[src/rtl/cgra_pkg.sv]
// cgra_pkg: shared types, register map and helpers for the single-tile CGRA.
package cgra_pkg;

  localparam int WORD_W = 16;

  typedef logic [WORD_W-1:0] word_t;

  typedef enum logic [3:0] {
    OP_PASS = 4'd0,
    OP_ADD  = 4'd1,
    OP_SUB  = 4'd2,
    OP_MUL  = 4'd3,
    OP_AND  = 4'd4,
    OP_OR   = 4'd5,
    OP_XOR  = 4'd6,
    OP_SHL  = 4'd7,
    OP_SHR  = 4'd8
  } op_e;

  typedef enum logic [1:0] {
    SRC_S0    = 2'd0,
    SRC_S1    = 2'd1,
    SRC_S2    = 2'd2,
    SRC_CONST = 2'd3
  } src_e;

  localparam logic [31:0] ADDR_OP       = 32'h1;
  localparam logic [31:0] ADDR_SRC_A    = 32'h2;
  localparam logic [31:0] ADDR_SRC_B    = 32'h3;
  localparam logic [31:0] ADDR_CONST    = 32'h4;
  localparam logic [31:0] ADDR_OUT_CTRL = 32'h5;

  function automatic word_t sel_src(
    input src_e  sel,
    input word_t s0,
    input word_t s1,
    input word_t s2,
    input word_t k
  );
    case (sel)
      SRC_S0:  return s0;
      SRC_S1:  return s1;
      SRC_S2:  return s2;
      default: return k;
    endcase
  endfunction

endpackage

[src/rtl/cgra_fabric_pe_alu.sv]
// pe_alu: combinational 16-bit PE datapath, modulo-2^16 results.
import cgra_pkg::*;

module pe_alu (
  input  logic [WORD_W-1:0] a,
  input  logic [WORD_W-1:0] b,
  input  logic [3:0]        op,
  output logic [WORD_W-1:0] res
);

  always_comb begin
    res = a;
    case (op_e'(op))
      OP_ADD:  res = a + b;
      OP_SUB:  res = a - b;
      OP_MUL:  res = a * b;
      OP_AND:  res = a & b;
      OP_OR:   res = a | b;
      OP_XOR:  res = a ^ b;
      OP_SHL:  res = a << b[3:0];
      OP_SHR:  res = a >> b[3:0];
      default: res = a;
    endcase
  end

endmodule

[src/rtl/cgra_fabric.sv]
// cgra_fabric: chip top with pad packing, config registers, one PE and
// an optional output register driving side S0.
import cgra_pkg::*;

module cgra_fabric (
  input  logic        clk_in,
  input  logic        reset_in,
  input  logic [31:0] config_addr_in,
  input  logic [31:0] config_data_in,
  input  logic pad_S0_T0_in,  input  logic pad_S0_T1_in,
  input  logic pad_S0_T2_in,  input  logic pad_S0_T3_in,
  input  logic pad_S0_T4_in,  input  logic pad_S0_T5_in,
  input  logic pad_S0_T6_in,  input  logic pad_S0_T7_in,
  input  logic pad_S0_T8_in,  input  logic pad_S0_T9_in,
  input  logic pad_S0_T10_in, input  logic pad_S0_T11_in,
  input  logic pad_S0_T12_in, input  logic pad_S0_T13_in,
  input  logic pad_S0_T14_in, input  logic pad_S0_T15_in,
  input  logic pad_S1_T0_in,  input  logic pad_S1_T1_in,
  input  logic pad_S1_T2_in,  input  logic pad_S1_T3_in,
  input  logic pad_S1_T4_in,  input  logic pad_S1_T5_in,
  input  logic pad_S1_T6_in,  input  logic pad_S1_T7_in,
  input  logic pad_S1_T8_in,  input  logic pad_S1_T9_in,
  input  logic pad_S1_T10_in, input  logic pad_S1_T11_in,
  input  logic pad_S1_T12_in, input  logic pad_S1_T13_in,
  input  logic pad_S1_T14_in, input  logic pad_S1_T15_in,
  input  logic pad_S2_T0_in,  input  logic pad_S2_T1_in,
  input  logic pad_S2_T2_in,  input  logic pad_S2_T3_in,
  input  logic pad_S2_T4_in,  input  logic pad_S2_T5_in,
  input  logic pad_S2_T6_in,  input  logic pad_S2_T7_in,
  input  logic pad_S2_T8_in,  input  logic pad_S2_T9_in,
  input  logic pad_S2_T10_in, input  logic pad_S2_T11_in,
  input  logic pad_S2_T12_in, input  logic pad_S2_T13_in,
  input  logic pad_S2_T14_in, input  logic pad_S2_T15_in,
  output logic pad_S0_T0_out,  output logic pad_S0_T1_out,
  output logic pad_S0_T2_out,  output logic pad_S0_T3_out,
  output logic pad_S0_T4_out,  output logic pad_S0_T5_out,
  output logic pad_S0_T6_out,  output logic pad_S0_T7_out,
  output logic pad_S0_T8_out,  output logic pad_S0_T9_out,
  output logic pad_S0_T10_out, output logic pad_S0_T11_out,
  output logic pad_S0_T12_out, output logic pad_S0_T13_out,
  output logic pad_S0_T14_out, output logic pad_S0_T15_out,
  input  logic tdi,
  input  logic tms,
  input  logic tck,
  input  logic trst_n,
  output logic tdo
);

  word_t s0, s1, s2;
  word_t a, b, res, res_q, out_w;

  logic [3:0] op_q;
  src_e       src_a_q, src_b_q;
  word_t      const_q;
  logic       out_en_q, out_reg_q;

  // T0 is the MSB on every side
  assign s0 = {pad_S0_T0_in,  pad_S0_T1_in,  pad_S0_T2_in,  pad_S0_T3_in,
               pad_S0_T4_in,  pad_S0_T5_in,  pad_S0_T6_in,  pad_S0_T7_in,
               pad_S0_T8_in,  pad_S0_T9_in,  pad_S0_T10_in, pad_S0_T11_in,
               pad_S0_T12_in, pad_S0_T13_in, pad_S0_T14_in, pad_S0_T15_in};
  assign s1 = {pad_S1_T0_in,  pad_S1_T1_in,  pad_S1_T2_in,  pad_S1_T3_in,
               pad_S1_T4_in,  pad_S1_T5_in,  pad_S1_T6_in,  pad_S1_T7_in,
               pad_S1_T8_in,  pad_S1_T9_in,  pad_S1_T10_in, pad_S1_T11_in,
               pad_S1_T12_in, pad_S1_T13_in, pad_S1_T14_in, pad_S1_T15_in};
  assign s2 = {pad_S2_T0_in,  pad_S2_T1_in,  pad_S2_T2_in,  pad_S2_T3_in,
               pad_S2_T4_in,  pad_S2_T5_in,  pad_S2_T6_in,  pad_S2_T7_in,
               pad_S2_T8_in,  pad_S2_T9_in,  pad_S2_T10_in, pad_S2_T11_in,
               pad_S2_T12_in, pad_S2_T13_in, pad_S2_T14_in, pad_S2_T15_in};

  always_ff @(posedge clk_in or posedge reset_in) begin
    if (reset_in) begin
      op_q      <= 4'd0;
      src_a_q   <= SRC_S0;
      src_b_q   <= SRC_S0;
      const_q   <= '0;
      out_en_q  <= 1'b0;
      out_reg_q <= 1'b0;
    end else begin
      case (config_addr_in)
        ADDR_OP:       op_q    <= config_data_in[3:0];
        ADDR_SRC_A:    src_a_q <= src_e'(config_data_in[1:0]);
        ADDR_SRC_B:    src_b_q <= src_e'(config_data_in[1:0]);
        ADDR_CONST:    const_q <= config_data_in[WORD_W-1:0];
        ADDR_OUT_CTRL: begin
          out_en_q  <= config_data_in[0];
          out_reg_q <= config_data_in[1];
        end
        default: ;
      endcase
    end
  end

  assign a = sel_src(src_a_q, s0, s1, s2, const_q);
  assign b = sel_src(src_b_q, s0, s1, s2, const_q);

  pe_alu u_pe_alu (
    .a   (a),
    .b   (b),
    .op  (op_q),
    .res (res)
  );

  always_ff @(posedge clk_in or posedge reset_in) begin
    if (reset_in) res_q <= '0;
    else          res_q <= res;
  end

  assign out_w = !out_en_q ? '0 : (out_reg_q ? res_q : res);

  assign {pad_S0_T0_out,  pad_S0_T1_out,  pad_S0_T2_out,  pad_S0_T3_out,
          pad_S0_T4_out,  pad_S0_T5_out,  pad_S0_T6_out,  pad_S0_T7_out,
          pad_S0_T8_out,  pad_S0_T9_out,  pad_S0_T10_out, pad_S0_T11_out,
          pad_S0_T12_out, pad_S0_T13_out, pad_S0_T14_out, pad_S0_T15_out}
    = out_w;

  assign tdo = 1'b0;

  // JTAG is inert and the upper config data bits have no destination
  logic unused_ok;
  assign unused_ok = ^{tdi, tms, tck, trst_n, config_data_in[31:16]};

endmodule

[config.mk]
export PLATFORM = sky130hd
export DESIGN_NAME = cgra_fabric
export DESIGN_NICKNAME = d
export VERILOG_FILES = /design/src/rtl/cgra_pkg.sv /design/src/rtl/cgra_fabric_pe_alu.sv /design/src/rtl/cgra_fabric.sv
export SDC_FILE = /design/constraint.sdc
export NUM_CORES = 1
export LEC_CHECK = 0
export CORE_ASPECT_RATIO = 1.1
export CORE_MARGIN = 3
export CORE_UTILIZATION = 62
export DETAILED_ROUTE_END_ITERATION = 6
export PLACE_DENSITY_LB_ADDON = 0.12
export SLEW_MARGIN = 40
export SYNTH_ARGS = -nofsm -noshare
export SYNTH_HDL_FRONTEND = slang
export SYNTH_SLANG_ARGS = --single-unit
[constraint.sdc]
create_clock -name clk_in -period 15.8 [get_ports clk_in]
set_input_delay 3.16 -clock clk_in [delete_from_list [all_inputs] [get_ports clk_in]]
set_output_delay 3.16 -clock clk_in [all_outputs]
set_load 0.01 [all_outputs]
Word-level counts from Yosys, hierarchy flattened
Cells that the tools add are included.

cells by class
  bitwise logic cells = 3
  $add $sub $neg = 2
  muxes and demuxes = 5
  equal/unequal tests = 17
  reduce and logical (&&, ||, !) cells = 2
  shift-type cells = 2
  multipliers = 1

operator list
  cell                 count
  $pmux 16 s8          1
  $pmux 16 s3          2
  $eq 32x2->1 const B  2
  $eq 32x3->1 const B  2
  $eq 32x1->1 const B  1
  $mux 16              2
  $add 16x16->16       1
  $and 16x16->16       1
  $eq 4x3->1 const B   4
  $mul 16x16->16       1
  $or 16x16->16        1
  $shl 16x4->16        1
  $shr 16x4->16        1
  $sub 16x16->16       1
  $xor 16x16->16       1
  $eq 4x2->1 const B   2
  $eq 2x1->1 const B   2
  $eq 2x2->1 const B   2
  $eq 4x1->1 const B   1
  $eq 4x4->1 const B   1
  $logic_not 2->1      2

word-level totals
  output and inout bits = 17
  logic and storage cells = 39
  input bits = 118
  register bits after elaboration = 42

Longest topological paths before layout
  word-level depth = 6
  gate-level depth with buffers = 33

Hierarchy
A second synthesis with hierarchy kept.

second synthesis, totals
  cell total of the unflattened synthesis = 1151
  area, all modules = 9816.9 µm²

by module, submodules not included
  module       seq. area each (µm²)  times used  cells an instance  area an instance (µm²)
  pe_alu       0.0                   1           983                7277.0
  cgra_fabric  1051.0                1           168                2539.9

Worst setup path before layout
OpenSTA, ideal clock, no wires.

  path kind = input to output
  from = input pad_S1_T13_in
  to = output pad_S0_T1_out
  stages on the path = 26
  data required time = 12.640 ns
  setup slack = 3.516 ns
  arrival time = 9.124 ns
  cell sequence = mux2_2 -> o21ai_2 -> inv_2 -> clkbuf_1 -> clkbuf_1 -> clkbuf_1 -> nand2_1 -> fa_1 -> fa_1 -> fa_1 -> fa_1 -> inv_1 -> fa_1 -> inv_1 -> fa_1 -> inv_1 -> ha_1 -> nor2_1 -> nand2_1 -> o221ai_1 -> nor2b_1 -> o21ai_0 -> nand3b_1 -> o21ai_0 -> a221oi_1 -> o41ai_1

on the way
  longest elaborated chain between the ends = 5

RTL lines
  what                                    RTL line                  RTL
  from (decl)                             cgra_fabric.sv:24         input logic pad_S1_T12_in, input logic pad_S1_T13_in,
  $pmux 16 s3                             cgra_pkg.sv:40            case (sel)
  $mul 16x16->16 (tied with other cells)  cgra_fabric_pe_alu.sv:16  OP_MUL: res = a * b;
  $pmux 16 s8 (*)                         cgra_fabric_pe_alu.sv:13  case (op_e'(op))
  $mux 16 (*) (2 in a row)                cgra_fabric.sv:109        assign out_w = !out_en_q ? '0 : (out_reg_q ? res_q : res);
  to (decl)                               cgra_fabric.sv:34         output logic pad_S0_T0_out, output logic pad_S0_T1_out,

Every way passes the cells marked *; elsewhere a longest branch is shown, timed or not.

Worst setup path in the final report
  from = input pad_S2_T12_in
  to = output pad_S0_T1_out

on the way
  longest elaborated chain between the ends = 5

RTL lines
  what                                    RTL line                  RTL
  from (decl)                             cgra_fabric.sv:32         input logic pad_S2_T12_in, input logic pad_S2_T13_in,
  $pmux 16 s3                             cgra_pkg.sv:40
  $mul 16x16->16 (tied with other cells)  cgra_fabric_pe_alu.sv:16
  $pmux 16 s8 (*)                         cgra_fabric_pe_alu.sv:13
  $mux 16 (*) (2 in a row)                cgra_fabric.sv:109

Marks and branches as above.

==> impl_summary.log <==
[metrics] Initial Util: 0.641
[metrics] overall track demand over capacity in global routing: 0.372
[metrics] fillers: 1205
[metrics] via density per instance: 6.40
[metrics] run status: complete, no violations
[metrics] number of register bits inferred by synthesis: 42
[metrics] final slew viol count: 0
[metrics] critical path arrival: ~11000 ps
[metrics] worst voltage drop across the vdd grid: around 0.16 mV
[metrics] min Tclk post-route: 13940 ps
[metrics] Yosys top cell area share: 0.165
[metrics] Final Net Count: 1554
[metrics] max-slew headroom at the worst pin: 0.460
[metrics] share of post-route cells with drive strength above 1: 0.0787
[metrics] first-pass GRT wire length: approximately 50 mm
[metrics] post-synthesis async set-or-reset flop share: 1.00
[metrics] maximum number of buffers from clock root to sink: 2
[metrics] area of the placeable core: between 15000 and 20000 um^2
[metrics] first drt pass iteration count: 6
[metrics] largest net degree at the start of global routing: 45
[metrics] largest incremental delay on the critical path: 740 ps
[metrics] final routed wire length divided by cell count: between 20 and 25 um
[metrics] count of buffer and inverter cells on the critical path: 9
[metrics] Post-Syn Area per Cell: 8.22 um^2
[metrics] initial antenna violation count: 0
[metrics] H-tree level count: 2
[metrics] worst setup skew after layout: 7.66 ps
[metrics] final routed DRC violation total: 0
[metrics] required time of the critical path: 12640 ps
[metrics] fmax: 71.8 MHz
[metrics] most numerous cell types in the synthesized netlist: sky130_fd_sc_hd__nor2_1, sky130_fd_sc_hd__inv_1, sky130_fd_sc_hd__nand2_1
[metrics] cell family with most CP delay: adder cells
[metrics] sequential share of the synthesized area: 0.107
[metrics] cells after synthesis: 1193
[metrics] Die ar.: 17400 um^2
[metrics] element type at the critical path end: output pin
[metrics] I/O Buffers: 113
[metrics] post-route antenna net violation count: 0
[metrics] vias in the first global route: 9478
[metrics] yosys synthesis warning count: 0
[metrics] Top FF cell, synth: sky130_fd_sc_hd__dfrtp_1
[metrics] gp weighted congestion: 1.03
[metrics] combined area of the multi-input logic cells: 7780 um^2
[metrics] unrepaired setup endpoints after global routing: no
[metrics] worst skew pair latency: roughly 300 ps
[metrics] number of design-rule violations left by the first detailed-router iteration: 856
[metrics] post-synthesis instance area: ~10000 um^2
[metrics] total congestion overflow after global routing: 0
[metrics] final setup violating endpoints: 0
[metrics] Die H: 138 um
[metrics] tightest hold margin: 529 ps
[metrics] number of distinct library cells after synthesis: 69
[metrics] TritonCTS clock tree: done
[metrics] kind of critical path: primary input to output pin
[metrics] pwr dens: around 100 nW/um^2
[metrics] biggest fanout along the worst timing path: 14
[metrics] clock root buffer master: sky130_fd_sc_hd__clkbuf_16
[metrics] total routed wirelength: 32.2 mm
[metrics] number of hold-repair buffers added at the cts stage: 0
[metrics] type of the tightest min-delay check: register to register
[metrics] Std-Cell Rows: 47
[metrics] cell repeated most along the worst path: sky130_fd_sc_hd__inv_1
[metrics] total clock buffers created by CTS: 5
[metrics] Tightest Pin Transition: 811 ps
[metrics] Syn Nets: 1490
[metrics] hold violation count in the final report: 0
[metrics] max-cap check violation count: 0
[metrics] EDFF count, synth: 0
[metrics] slowest CP cell: sky130_fd_sc_hd__mux4_2
[metrics] total via count after detailed routing: 9303
[metrics] leakage power summed over all cells: 4.88 nW
[metrics] kind of start point of the critical path: primary input
[metrics] post-DP HPWL: 25.0 mm
[metrics] count of boundary I/O pins: between 100 and 150
[metrics] Area growth, synth to finish: 13.0%
[metrics] number of buffers inserted to repair setup after CTS: 0
[metrics] clock sink count: 42
[metrics] most instantiated library cell after synthesis: sky130_fd_sc_hd__nor2_1
[metrics] Chip Width: 126 um
[metrics] Storage cell area: 1060 um^2
[metrics] final total negative setup slack: 0 ps
[metrics] PostCTS Resize Cnt: 0
[metrics] fin crit share: 0.882
[metrics] Synth area leaders: sky130_fd_sc_hd__fa_1, sky130_fd_sc_hd__ha_1, sky130_fd_sc_hd__dfrtp_1, sky130_fd_sc_hd__mux4_2, sky130_fd_sc_hd__nor2_1
[metrics] clock transition at the registers of the reported paths: 60 ps
[metrics] cell taking the most area after synthesis: sky130_fd_sc_hd__fa_1
[metrics] number of inserted diodes: 0
==> cells in the final DEF, fill, tap and decap left out, types with 27 or more instances in the layout <==
master / Yosys / layout
sky130_fd_sc_hd__nor2_1: 154 / 154
sky130_fd_sc_hd__nand2_1: 115 / 115
sky130_fd_sc_hd__clkdlybuf4s50_1: 0 / 113
sky130_fd_sc_hd__mux2i_1: 42 / 42
sky130_fd_sc_hd__mux2_2: 27 / 27
sky130_fd_sc_hd__inv_1: 149 / 148
sky130_fd_sc_hd__dfrtp_1: 42 / 38
sky130_fd_sc_hd__ha_1: 98 / 98
sky130_fd_sc_hd__fa_1: 81 / 81
sky130_fd_sc_hd__mux4_2: 30 / 30
sky130_fd_sc_hd__o21ai_0: 48 / 48
sky130_fd_sc_hd__xnor2_1: 51 / 51
sky130_fd_sc_hd__nor3_1: 29 / 29
sky130_fd_sc_hd__a21oi_1: 44 / 44
==> power by group <==
part           switching [mW]  internal, mW  total (mW)
clock                  0.0505        0.0606       0.111
sequential           0.000637         0.109       0.110
combinational           0.512         0.368       0.880
==> cells by family after synthesis <==
family	count (synthesis)	share of synthesized area
simple gates	369	0.164
buf+inv	231	0.0998
compound gates	209	0.138
fa+ha+maj	179	0.290
mux	100	0.144
xor+xnor	62	0.0554
flops	42	0.107
other cells	1	0.000382
==> cell type report <==
cell class | instances | share of cell area
inverters | 159 | 0.0540
flip-flops and latches | 42 | 0.0953
clock inverters | 3 | 0.00260
multi-input cells | 920 | 0.702
well taps | 196 | 0.0221
repair buffers | 129 | 0.113
clock buffers | 5 | 0.0113
==> final timing paths <==
path,start,end,slack [ps],depth (start not counted)
min in group asynchronous,reset_in,res_q[12],3300,3
worst max-delay path,pad_S2_T12_in,pad_S0_T1_out,1860,28
worst min register to register,const_q[4],const_q[4],530,1
max in group asynchronous,reset_in,src_b_q[1],12100,3
worst min-delay path,const_q[4],const_q[4],530,1
worst max register to register,src_a_q[1],res_q[14],8410,22
==> sequential cells by signal, summed over array words and instances, names as in the netlist <==
register / flops
op_q: 4
src_a_q: 2
const_q: 16
res_q: 16
src_b_q: 2
out_reg_q: 1
out_en_q: 1
==> layer usage <==
| layer | track usage | up-vias | part of all wire |
|---|---|---|---|
| li1 | - | 4172 | - |
| met1 | 0.459 | 4421 | 0.37 |
| met3 | 0.102 | 129 | 0.11 |
| met4 | 0.181 | 0 | 0.054 |
| met5 | 0 | - | 0 |
| met2 | 0.611 | 581 | 0.46 |
==> through the flow <==
stage	cell area, um^2	utilization	instances	worst slack, ps	total power [mW]
6_report	11100	0.725	1454	1860	1.10
5_1_grt	11100	0.725	1454	1640	1.19
4_1_cts	11100	0.725	1454	1990	1.09
3_5_place_dp	10900	0.715	1446	2010	0.967
3_3_place_gp	10900	0.714	1446	2030	0.954
2_1_floorplan	9810	-	1193	3520	0.717
(Power assumes the default switching activity.)
